File: src/rtl/seq_shifter_pkg.sv
// seq_shifter_pkg -- shared definitions for the sequential shifter.
// Holds the default data width, the Shiftop encodings and the FSM state
// encoding used by seq_shifter and shift_step.
// Optional feature macro: SHIFT_ROTATE_EN (enables rotate-right for ROTR).
package seq_shifter_pkg;

  localparam int DATA_WIDTH = 32;

  // Shiftop encodings as seen on the request port.
  typedef enum logic [1:0] {
    SHIFTLEFT   = 2'b00,
    ROTR        = 2'b01,
    SHIFTRIGHT  = 2'b10,
    SHIFTRIGHTA = 2'b11
  } shift_op_e;

  // Controller states.
  typedef enum logic [1:0] {
    IDLE  = 2'b00,
    SHIFT = 2'b01,
    DONE  = 2'b10
  } state_e;

endpackage

File: src/rtl/seq_shifter_shift_step.sv
// shift_step -- combinational single-bit shift step.
// Ports:
//   data     : current operand value
//   op       : shift operation (SHIFTLEFT / SHIFTRIGHT / SHIFTRIGHTA / ROTR)
//   step_out : operand moved by exactly one bit position
// Optional feature macro: SHIFT_ROTATE_EN. When undefined, ROTR yields zero
// and no rotate path exists.
module shift_step
  import seq_shifter_pkg::*;
#(
  parameter int DATA_WIDTH = seq_shifter_pkg::DATA_WIDTH
) (
  input  logic [DATA_WIDTH-1:0] data,
  input  shift_op_e             op,
  output logic [DATA_WIDTH-1:0] step_out
);

  always_comb begin
    step_out = '0;
    case (op)
      SHIFTLEFT:   step_out = {data[DATA_WIDTH-2:0], 1'b0};
      SHIFTRIGHT:  step_out = {1'b0, data[DATA_WIDTH-1:1]};
      // Arithmetic right shift replicates the current MSB.
      SHIFTRIGHTA: step_out = {data[DATA_WIDTH-1], data[DATA_WIDTH-1:1]};
`ifdef SHIFT_ROTATE_EN
      // The LSB wraps around into the MSB.
      ROTR:        step_out = {data[0], data[DATA_WIDTH-1:1]};
`endif
      default:     step_out = '0;
    endcase
  end

endmodule

File: src/rtl/seq_shifter.sv
// seq_shifter -- multi-cycle shifter moving one bit position per clock.
// Ports:
//   clk, rst            : clock, synchronous active-high reset
//   in_valid / in_ready : request handshake (A, B[4:0], Shiftop)
//   A                   : operand, B : shift amount (only B[4:0] used)
//   Shiftop             : 00 SLL, 10 SRL, 11 SRA, 01 ROTR / reserved
//   out_valid/out_ready : result handshake, Result : shifted value
// Optional feature macro: SHIFT_ROTATE_EN. When defined, Shiftop 01 rotates
// right one bit per step; otherwise Shiftop 01 returns zero with the usual
// latency and handshake.
module seq_shifter
  import seq_shifter_pkg::*;
#(
  parameter int DATA_WIDTH = seq_shifter_pkg::DATA_WIDTH
) (
  input  logic                  clk,
  input  logic                  rst,
  input  logic                  in_valid,
  output logic                  in_ready,
  input  logic [DATA_WIDTH-1:0] A,
  input  logic [DATA_WIDTH-1:0] B,
  input  logic [1:0]            Shiftop,
  output logic                  out_valid,
  input  logic                  out_ready,
  output logic [DATA_WIDTH-1:0] Result
);

  state_e                state_q, state_d;
  logic [4:0]            cnt_q, cnt_d;
  logic [DATA_WIDTH-1:0] data_q, data_d;
  shift_op_e             op_q, op_d;
  logic [DATA_WIDTH-1:0] step_data;

  // Upper bits of B never influence the shift amount.
  logic unused_b_hi;
  assign unused_b_hi = ^B[DATA_WIDTH-1:5];

  shift_step #(.DATA_WIDTH(DATA_WIDTH)) u_step (
    .data     (data_q),
    .op       (op_q),
    .step_out (step_data)
  );

  // Outputs are gated by rst so a reset edge can never expose a result.
  assign in_ready  = (state_q == IDLE) && !rst;
  assign out_valid = (state_q == DONE) && !rst;
  assign Result    = out_valid ? data_q : '0;

  // Next-state logic: capture on accept, one step per SHIFT cycle, hold in
  // DONE until the consumer takes the result.
  always_comb begin
    state_d = state_q;
    cnt_d   = cnt_q;
    data_d  = data_q;
    op_d    = op_q;
    case (state_q)
      IDLE: begin
        if (in_valid) begin
          data_d = A;
`ifndef SHIFT_ROTATE_EN
          // Reserved op: the result is defined as zero even for n = 0.
          if (Shiftop == ROTR) data_d = '0;
`endif
          op_d    = shift_op_e'(Shiftop);
          cnt_d   = B[4:0];
          state_d = (B[4:0] == 5'd0) ? DONE : SHIFT;
        end
      end
      SHIFT: begin
        data_d = step_data;
        cnt_d  = cnt_q - 5'd1;
        if (cnt_q == 5'd1) state_d = DONE;
      end
      DONE: begin
        if (out_ready) state_d = IDLE;
      end
      default: state_d = IDLE;
    endcase
  end

  always_ff @(posedge clk) begin
    if (rst) begin
      state_q <= IDLE;
      cnt_q   <= '0;
      data_q  <= '0;
      op_q    <= SHIFTLEFT;
    end else begin
      state_q <= state_d;
      cnt_q   <= cnt_d;
      data_q  <= data_d;
      op_q    <= op_d;
    end
  end

endmodule

File: config.mk
export PLATFORM = sky130hd
export DESIGN_NAME = seq_shifter
export DESIGN_NICKNAME = d
export VERILOG_FILES = /design/src/rtl/seq_shifter_pkg.sv /design/src/rtl/seq_shifter_shift_step.sv /design/src/rtl/seq_shifter.sv
export SDC_FILE = /design/constraint.sdc
export NUM_CORES = 1
export LEC_CHECK = 0
export ABC_CLOCK_PERIOD_IN_PS = 1300
export BUFFER_PORTS_ARGS = -buffer_cell sky130_fd_sc_hd__buf_4
export CORE_ASPECT_RATIO = 1.25
export CORE_MARGIN = 4
export CORE_UTILIZATION = 45
export CTS_BUF_LIST = sky130_fd_sc_hd__clkbuf_4 sky130_fd_sc_hd__clkbuf_8
export CTS_CLUSTER_DIAMETER = 120
export DETAILED_ROUTE_END_ITERATION = 10
export GPL_TIMING_DRIVEN = 1
export PLACE_DENSITY = 0.86
export SLEW_MARGIN = 0
export SYNTH_ARGS = -nofsm -noshare
export SYNTH_HDL_FRONTEND = slang
export SYNTH_SLANG_ARGS = --single-unit
File: constraint.sdc
create_clock -name clk -period 1.3 [get_ports clk]
set_input_delay 0.065 -clock clk [delete_from_list [all_inputs] [get_ports clk]]
set_output_delay 0.065 -clock clk [all_outputs]
set_load 0.02 [all_outputs]
* Word-level counts from Yosys, hierarchy flattened *
Index checks and enable logic that the tools add are counted.

storage, ports and cells
  register bits = 41
  bits of input ports = 70

cells by class
  add/sub/neg operators = 1
  eq/ne operators = 10
  multiplexer cells = 12
  reduce and logical (&&, ||, !) cells = 11

operator list
  cell                 count
  $mux 32              3
  $pmux 32 s3          1
  $pmux 32 s2          1
  $pmux 5 s2           1
  $mux 2               4
  $ne 2x2->1 const B   4
  $eq 2x2->1 const B   3
  $pmux 2 s3           1
  $reduce_and 3->1     2
  $eq 5x1->1 const B   1
  $logic_not 5->1      1
  $mux 5               1
  $sub 5x1->5 const B  1
  $eq 2x1->1 const B   2
  $logic_not 2->1      2
  $reduce_and 2->1     2
  $logic_and 1x1->1    2
  $reduce_bool 2->1    1
  $logic_not 1->1      1

* Depth between registers and ports, before layout *
Gate-level depths: netlist of the first run.

  depth after elaboration = 4
  mapped depth = 6
  mapped depth without buffers = 5

* Cells and area by module *
Synthesis of the first run repeated with hierarchy kept, for this count alone.

second synthesis, totals
  cell total of the unflattened synthesis = 288
  area, all modules = 2462.4 um2

modules (own cells, without submodules)
  module       instances  cells each  area each (um2)  seq. area each (um2)
  seq_shifter  1          247         2088.3           820.8
  shift_step   1          41          374.1            0.0

* Least setup slack after synthesis of the first run *
No wires, ideal clock.

  path type = register to output
  start point = register state_q[1]
  end point = output Result[22]
  arrival time = 1376 ps
  required time = 1235 ps
  slack = -141 ps
  cell stages (with the launch flop) = 5
  path buffers = 2
  cell sequence = dfxtp_1 > buf_6 > nor3b_2 > clkbuf_1 > and2_1

on the way
  word-level cells in the longest chain between the ends = 3

RTL lines
  what                    line               text
  from (decl)             seq_shifter.sv:28  state_e state_q, state_d;
  from (signal assigned)  seq_shifter.sv:88  state_q <= state_d;
  $eq 2x2->1              seq_shifter.sv:46  assign out_valid = (state_q == DONE) && !rst;
  $logic_and 1x1->1       seq_shifter.sv:46
  net out_valid           seq_shifter.sv:23  output logic out_valid,
  $mux 32                 seq_shifter.sv:47  assign Result = out_valid ? data_q : '0;
  to (decl)               seq_shifter.sv:25  output logic [DATA_WIDTH-1:0] Result

The timed path passes the listed nets, and every way through them passes these cells.

* Worst setup path after layout of the first run *
  start point = register state_q[0]
  end point = register data_q[26]

on the way
  word-level cells in the longest chain between the ends = 3
  elaborated cells between the ends (all ways) = 6

RTL lines
  what                                                              line               text
  $eq 2x1->1 / $logic_not 2->1 (equally long branches)              seq_shifter.sv:56  case (state_q)
  $reduce_bool 2->1 (no line) / $ne 2x2->1 (equally long branches)  -
  $reduce_and 2->1 (no line)                                        -
  to (signal assigned)                                              seq_shifter.sv:90  data_q <= data_d;
  to (decl)                                                         seq_shifter.sv:30  logic [DATA_WIDTH-1:0] data_q, data_d;

Several ways; a longest one is shown, not always the timed one.
A chain may end at the register's enable or synchronous reset.

==> flow_summary_export.csv, run 1 <==
group,metric,value,unit
status,status,"finished with violations",
status,violations,"negative setup slack",
detailed_routing,wl,9914,µm
grt,gr-usage-all-layers,25.71,%
pwr,p_clk_share,27.9,%
yosys,synth_flop_cell,"dfxtp_1",
grt,grt_pass1_vias,2795,
yosys,syn_area_per_cell,7.943,µm²
yosys,yosys_warnings,0,
sta,max_slew_margin,69.09,%
worst_setup_path,path_common_cell,"buf_6",
pwr,powerDensity,992.1,nW/µm²
die,coreArea,5189,µm²
yosys,yosysUniqueCellTypes,38,
worst_setup_path,critical_path_depth,7,
cts,h-tree-depth,2,
finish,final_nets,477,
pwr,combPwrFrac,32.1,%
cts,cts_num_sinks,41,
worst_setup_path,reg2reg_from,"state_q[0]",
placement,hpwl,5188,µm
detailed_routing,dr.pass1.iters,5,
finish,layout-drive-gt1-share,56.16,%
worst_setup_path,path_cells,"buf_6 -> buf_6 -> o21ba_4 -> nor2_4 -> clkbuf_16 -> nand2_2 -> o31ai_1",
detailed_routing,drtAntennaViolNets,0,
sta,rsz0062_at_grt,"yes",
placement,io_buffers,76,
worst_setup_path,path_buf_inv,3,
yosys,synth_nets,382,
finish,final_cell_mix,"68 x buf_4, 44 x buf_6, 36 x dfxtp_1",
detailed_routing,post_drt_wl_per_cell,21.18,µm
finish,num_antenna_cells,0,
pwr,power_switching_share,33.90,%
worst_setup_path,reg2reg_depth,7,
pwr,p_leak,0.001759,µW
sta,setup_viol,72,
finish,fill_cells,302,
placement,gp_congestion,0.8283,
placement,placed_cell_area,3186,µm²
yosys,synth_seq_cells,41,
cts,clk_pin_slew,0.08,ns
die,start_util,47.46,%
die,die_x,74.16,µm
worst_setup_path,crit_end,"data_q[26]",
sta,fin_ws,-0.2557,ns
detailed_routing,drt_drc_violations_left,0,
worst_setup_path,rrSetupSlack,-0.26,ns
sta,tns,-14.12,ns
finish,mostFrequentLayoutCell,"buf_4",
sta,whs,0.04980,ns
die,row_count,29,
die,top_level_ports,104,
worst_setup_path,endpoint_kind,"flip-flop",
die,dieArea,6727,µm²
cts,ctsRootBufferMaster,"clkbuf_8",
grt,grt-ovfl-total,0,
worst_setup_path,crit_slowest_cell,"dfxtp_4",
worst_setup_path,worstPathRequired,1.51,ns
worst_setup_path,worstSetupPathType,"reg -> reg",
pwr,seq_power_share,40.0,%
pwr,vdd_ir_drop_max,0.0005288,V
cts,clock_path_buffers,2,
yosys,syn_inst,310,
hold_path,hold_path_class,"in -> reg",
pwr,intPower,2677,µW
die,die_y,90.71,µm
sta,tightest_slew,0.4636,ns
worst_setup_path,cp-start-kind,"flip-flop",
cts,cts_tree,"built",
worst_setup_path,crit_fanout,7,
worst_setup_path,arrival,1.77,ns
finish,syn_to_final_growth,65.80,%
sta,layout_min_cycle_time,1.556,ns
worst_setup_path,cp_top_family,"buffers and inverters",
yosys,synth_edf_count,0,
worst_setup_path,slowest_delay,0.37,ns
cts,numCtsBuffers,5,
sta,hold_viol,0,
grt,grt_pass1_wl,13810,µm
sta,skew,0.006596,ns
cts,clk_latency,0.31,ns
finish,fin_util,78.68,%
detailed_routing,first_iter_violations,267,
worst_setup_path,reg2reg_to,"data_q[26]",
sta,fmax,642.8,MHz
detailed_routing,via_per_inst,6.436,
grt,grt_antenna_before_repair,0,
worst_setup_path,startpoint,"state_q[0]",
yosys,syn-cell-area,2462,µm²
finish,fin_area,4083,µm²
grt,grt_max_degree,24,
hold_path,hold_depth,3,
detailed_routing,dr_total_vias,3012,
sta,maxSlewViolCount,0,
pwr,switching_power,1373,µW
yosys,async_reset_ff_share,0,%
yosys,seq_area_frac_synth,33.33,%
flow_run,cap_violations,0,
sta,post-route-period-util,119.7,%
-- power by group through the flow --
stage                     Combinational, µW  Sequential (µW)  Clock, µW
after detailed placement                929             1590          0
after floorplan                         641             1540          0
final                                  1300             1620       1130
after global placement                  904             1590          0
after global routing                   1390             1640       1180
after CTS                              1070             1570       1120
-- synthesized netlist by cell type, types with 2 or more instances --
cell type | number | area (µm²)
o21ai_0 | 3 | 15.01
a21oi_1 | 37 | 185.2
nand3_1 | 3 | 15.01
nand2b_1 | 2 | 12.51
a221oi_1 | 11 | 96.34
a211oi_1 | 24 | 180.2
nor3b_2 | 2 | 25.02
nor3b_1 | 19 | 142.6
dfxtp_1 | 41 | 820.8
inv_1 | 3 | 11.26
a2bb2oi_1 | 3 | 26.28
and2_1 | 32 | 200.2
nand2_1 | 37 | 138.9
nor4_1 | 2 | 12.51
buf_4 | 2 | 15.01
buf_6 | 3 | 33.78
nor2_1 | 10 | 37.54
buf_2 | 9 | 45.04
ha_1 | 2 | 25.02
clkbuf_1 | 18 | 67.56
nor3_1 | 3 | 15.01
o31ai_1 | 28 | 210.2
-- worst min-delay path by stage --
stage | from | end | slack, ns
after global routing | B[3] | cnt_q[3] | 0.07
final | B[3] | cnt_q[3] | 0.05
after detailed placement | out_ready | state_q[1] | 0.28
after CTS | Shiftop[1] | op_q[1] | 0.04
after global placement | out_ready | state_q[1] | 0.27
after floorplan | out_ready | state_q[1] | 0.18
-- through the flow --
| step | worst slack [ns] | power, µW | cells |
|---|---|---|---|
| after floorplan | -0.09630 | 2178 | 310 |
| after global placement | -0.1229 | 2491 | 445 |
| after detailed placement | -0.1829 | 2520 | 445 |
| after CTS | -0.1720 | 3765 | 467 |
| after global routing | -0.2958 | 4206 | 468 |
| final | -0.2557 | 4051 | 468 |
-- layout make-up --
type,instances,area (µm²),share of cell area (%)
flip-flops and latches,41,832.0,20.38
well taps,62,77.57,1.900
clock buffers,7,90.09,2.207
repair buffers,121,1186,29.05
inverters,3,11.26,0.2758
multi-input cells,233,1856,45.45
clock inverters,1,30.03,0.7355
-- cell families after synthesis --
family	count (synthesis)	share of synthesized area (%)
flip-flops	41	33.33
buffers and inverters	36	7.215
AND/OR/NAND/NOR	117	26.83
multiplexers	1	0.4065
AO/OA/AOI/OAI	113	31.20
adder cells (fa/ha/maj)	2	1.016
-- registers in the layout (all words and copies together) (netlist names) --
register and flops:
data_q 32, cnt_q 5, op_q 2, state_q 2
-- per-layer routing --
metal | wire length (µm) | GRT usage [%]
met1 | 3709 | 32.38
met2 | 5104 | 42.53
met3 | 769 | 5.457
met4 | 330 | 8.610
met5 | 0 | 0
-- worst register-to-register path, stage by stage, from the launching register on --
cell,delay (ns)
dfxtp_4,0.37
buf_6,0.13
buf_6,0.12
o21ba_4,0.24
nor2_4,0.24
clkbuf_16,0.23
nand2_2,0.06
o31ai_1,0.08
-- repair_timing --
action | in CTS | in global routing
cloned | 3 | 1
hold buffers | 1 | 0
pin swaps | 19 | 11
setup buffers | 10 | 0
hold endpoints to repair | 1 | 0
resized for setup | 95 | 73
setup endpoints to repair | 72 | 75
(Power assumes the default switching activity.)
==> inputs of run 2 (changes only) <==
--- a/config.mk
+++ b/config.mk
@@ -15,6 +15,7 @@
 export DETAILED_ROUTE_END_ITERATION = 10
 export GPL_TIMING_DRIVEN = 1
 export PLACE_DENSITY = 0.86
+export SETUP_SLACK_MARGIN = 0.2
 export SLEW_MARGIN = 0
 export SYNTH_ARGS = -nofsm -noshare
 export SYNTH_HDL_FRONTEND = slang
==> flow_summary_export.csv, run 2 (synthesis gave the netlist of run 1 again) <==
group,metric,value,unit
cts,cts_tree,"built",
grt,grt_antenna_before_repair,0,
cts,clock_path_buffers,2,
die,coreArea,5189,µm²
status,status,"finished with violations",
finish,num_antenna_cells,0,
sta,rsz0062_at_grt,"yes",
cts,numCtsBuffers,5,
finish,largest_register_ffs,32,
sta,max_slew_margin,68.22,%
sta,skew,0.004281,ns
die,die_y,90.71,µm
hold_path,hold_path_class,"in -> reg",
detailed_routing,first_iter_violations,416,
worst_setup_path,worstSetupPathType,"reg -> reg",
finish,layout-drive-gt1-share,60.68,%
detailed_routing,wl,12320,µm
finish,reg_top3,"data_q (32), cnt_q (5)",
die,die_x,74.16,µm
finish,regMostFlops,"data_q",
sta,fin_ws,-0.4135,ns
detailed_routing,dr_total_vias,3281,
cts,cts_num_sinks,41,
finish,final_nets,484,
sta,post-route-period-util,131.8,%
sta,layout_min_cycle_time,1.713,ns
grt,grt-ovfl-total,0,
worst_setup_path,crit_fanout,7,
detailed_routing,drt_drc_violations_left,0,
grt,grt_max_degree,27,
cts,clk_latency,0.30,ns
worst_setup_path,arrival,1.90,ns
placement,hpwl,5308,µm
die,start_util,47.46,%
status,violations,"negative setup slack",
worst_setup_path,cp-start-kind,"flip-flop",
cts,clk_pin_slew,0.08,ns
detailed_routing,dr.pass1.iters,5,
pwr,p_leak,0.001895,µW
detailed_routing,drtAntennaViolNets,0,
grt,grt_pass1_wl,14660,µm
sta,fmax,583.6,MHz
finish,fin_area,4397,µm²
detailed_routing,drt-met1-wl,4320,µm
pwr,powerDensity,944.4,nW/µm²
finish,mostFrequentLayoutCell,"buf_4",
grt,gr-usage-all-layers,27.79,%
die,row_count,29,
detailed_routing,highest-signal-layer,"met4",
sta,tns,-23.04,ns
detailed_routing,wl_met2,5944,µm
placement,gp_congestion,0.9305,
die,dieArea,6727,µm²
cts,ctsRootBufferMaster,"clkbuf_8",
worst_setup_path,worstPathRequired,1.49,ns
sta,hold_viol,0,
sta,maxSlewViolCount,0,
detailed_routing,wl_met3,1129,µm
placement,io_buffers,76,
flow_run,cap_violations,0,
sta,setup_viol,74,
finish,final_cell_mix,"64 x buf_4, 51 x buf_6, 37 x dfxtp_1",
grt,grt_pass1_vias,3075,
placement,placed_cell_area,3279,µm²
sta,whs,0.06381,ns
die,top_level_ports,104,
cts,h-tree-depth,2,
sta,tightest_slew,0.4738,ns
pwr,vdd_ir_drop_max,0.0006160,V
detailed_routing,post_drt_wl_per_cell,25.99,µm
finish,syn_to_final_growth,78.56,%
detailed_routing,via_per_inst,6.922,
worst_setup_path,endpoint_kind,"flip-flop",
[run 2: changes by cell type in the layout (fill, tap and decap cells not counted), sizes merged]
cell | before | now
buf | 119 | 125
bufinv | 1 | 0
clkbuf | 8 | 9
[run 2: critical path: stages (launching register included)]
cell       delay, ns
dfxtp_2         0.35
buf_4           0.14
buf_6           0.11
o21ba_4         0.26
buf_6           0.11
nand2b_4        0.10
clkbuf_16       0.19
o31ai_2         0.32
[run 2: repair_timing]
action,CTS,global route
pin swaps,9,11
buffers inserted,15,7
hold endpoints to repair,1,0
hold buffers,1,0
resized for setup,103,74
cloned,5,2
setup endpoints to repair,75,75
[run 2: metal layers]
metal	global-route usage [%]	vias up
met5	0	-
met4	16.92	0
met3	6.013	79
met2	48.15	254
met1	29.47	1601
li1	-	1347
[run 2: where the power goes]
| part | switching, µW | total (µW) | internal (µW) | leakage (µW) |
|---|---|---|---|---|
| logic | 838 | 1580 | 743 | 0.00151 |
| registers | 253 | 1670 | 1410 | 0.000340 |
| clock network | 464 | 907 | 443 | 0.0000477 |
[run 2: worst paths after layout]
| kind | start | end | slack [ns] | cells after the start |
|---|---|---|---|---|
| min | Shiftop[1] | op_q[1] | 0.06 | 3 |
| max reg2reg | state_q[1] | data_q[27] | -0.41 | 7 |
| min reg2reg | cnt_q[0] | cnt_q[0] | 0.51 | 1 |
| max | state_q[1] | data_q[27] | -0.41 | 7 |
[run 2: through the flow]
step / utilization, % / power (µW) / cells / worst slack, ns
2_1_floorplan: - / 2258 / 310 / -0.09373
3_3_place_gp: 63.20 / 2570 / 437 / 0.003123
3_5_place_dp: 63.20 / 2614 / 437 / -0.05369
4_1_cts: 75.96 / 3679 / 465 / -0.1618
5_1_grt: 84.74 / 4288 / 474 / -0.4371
6_report: 84.74 / 4152 / 474 / -0.4135
[run 2: final cells by class]
type	instances	area, µm²
fillers	234	792.0
clock buffers	7	90.09
repair buffers	128	1338
flip-flops and latches	41	828.3
multi-input cells	233	2052
inverters	3	11.26
well taps	62	77.57
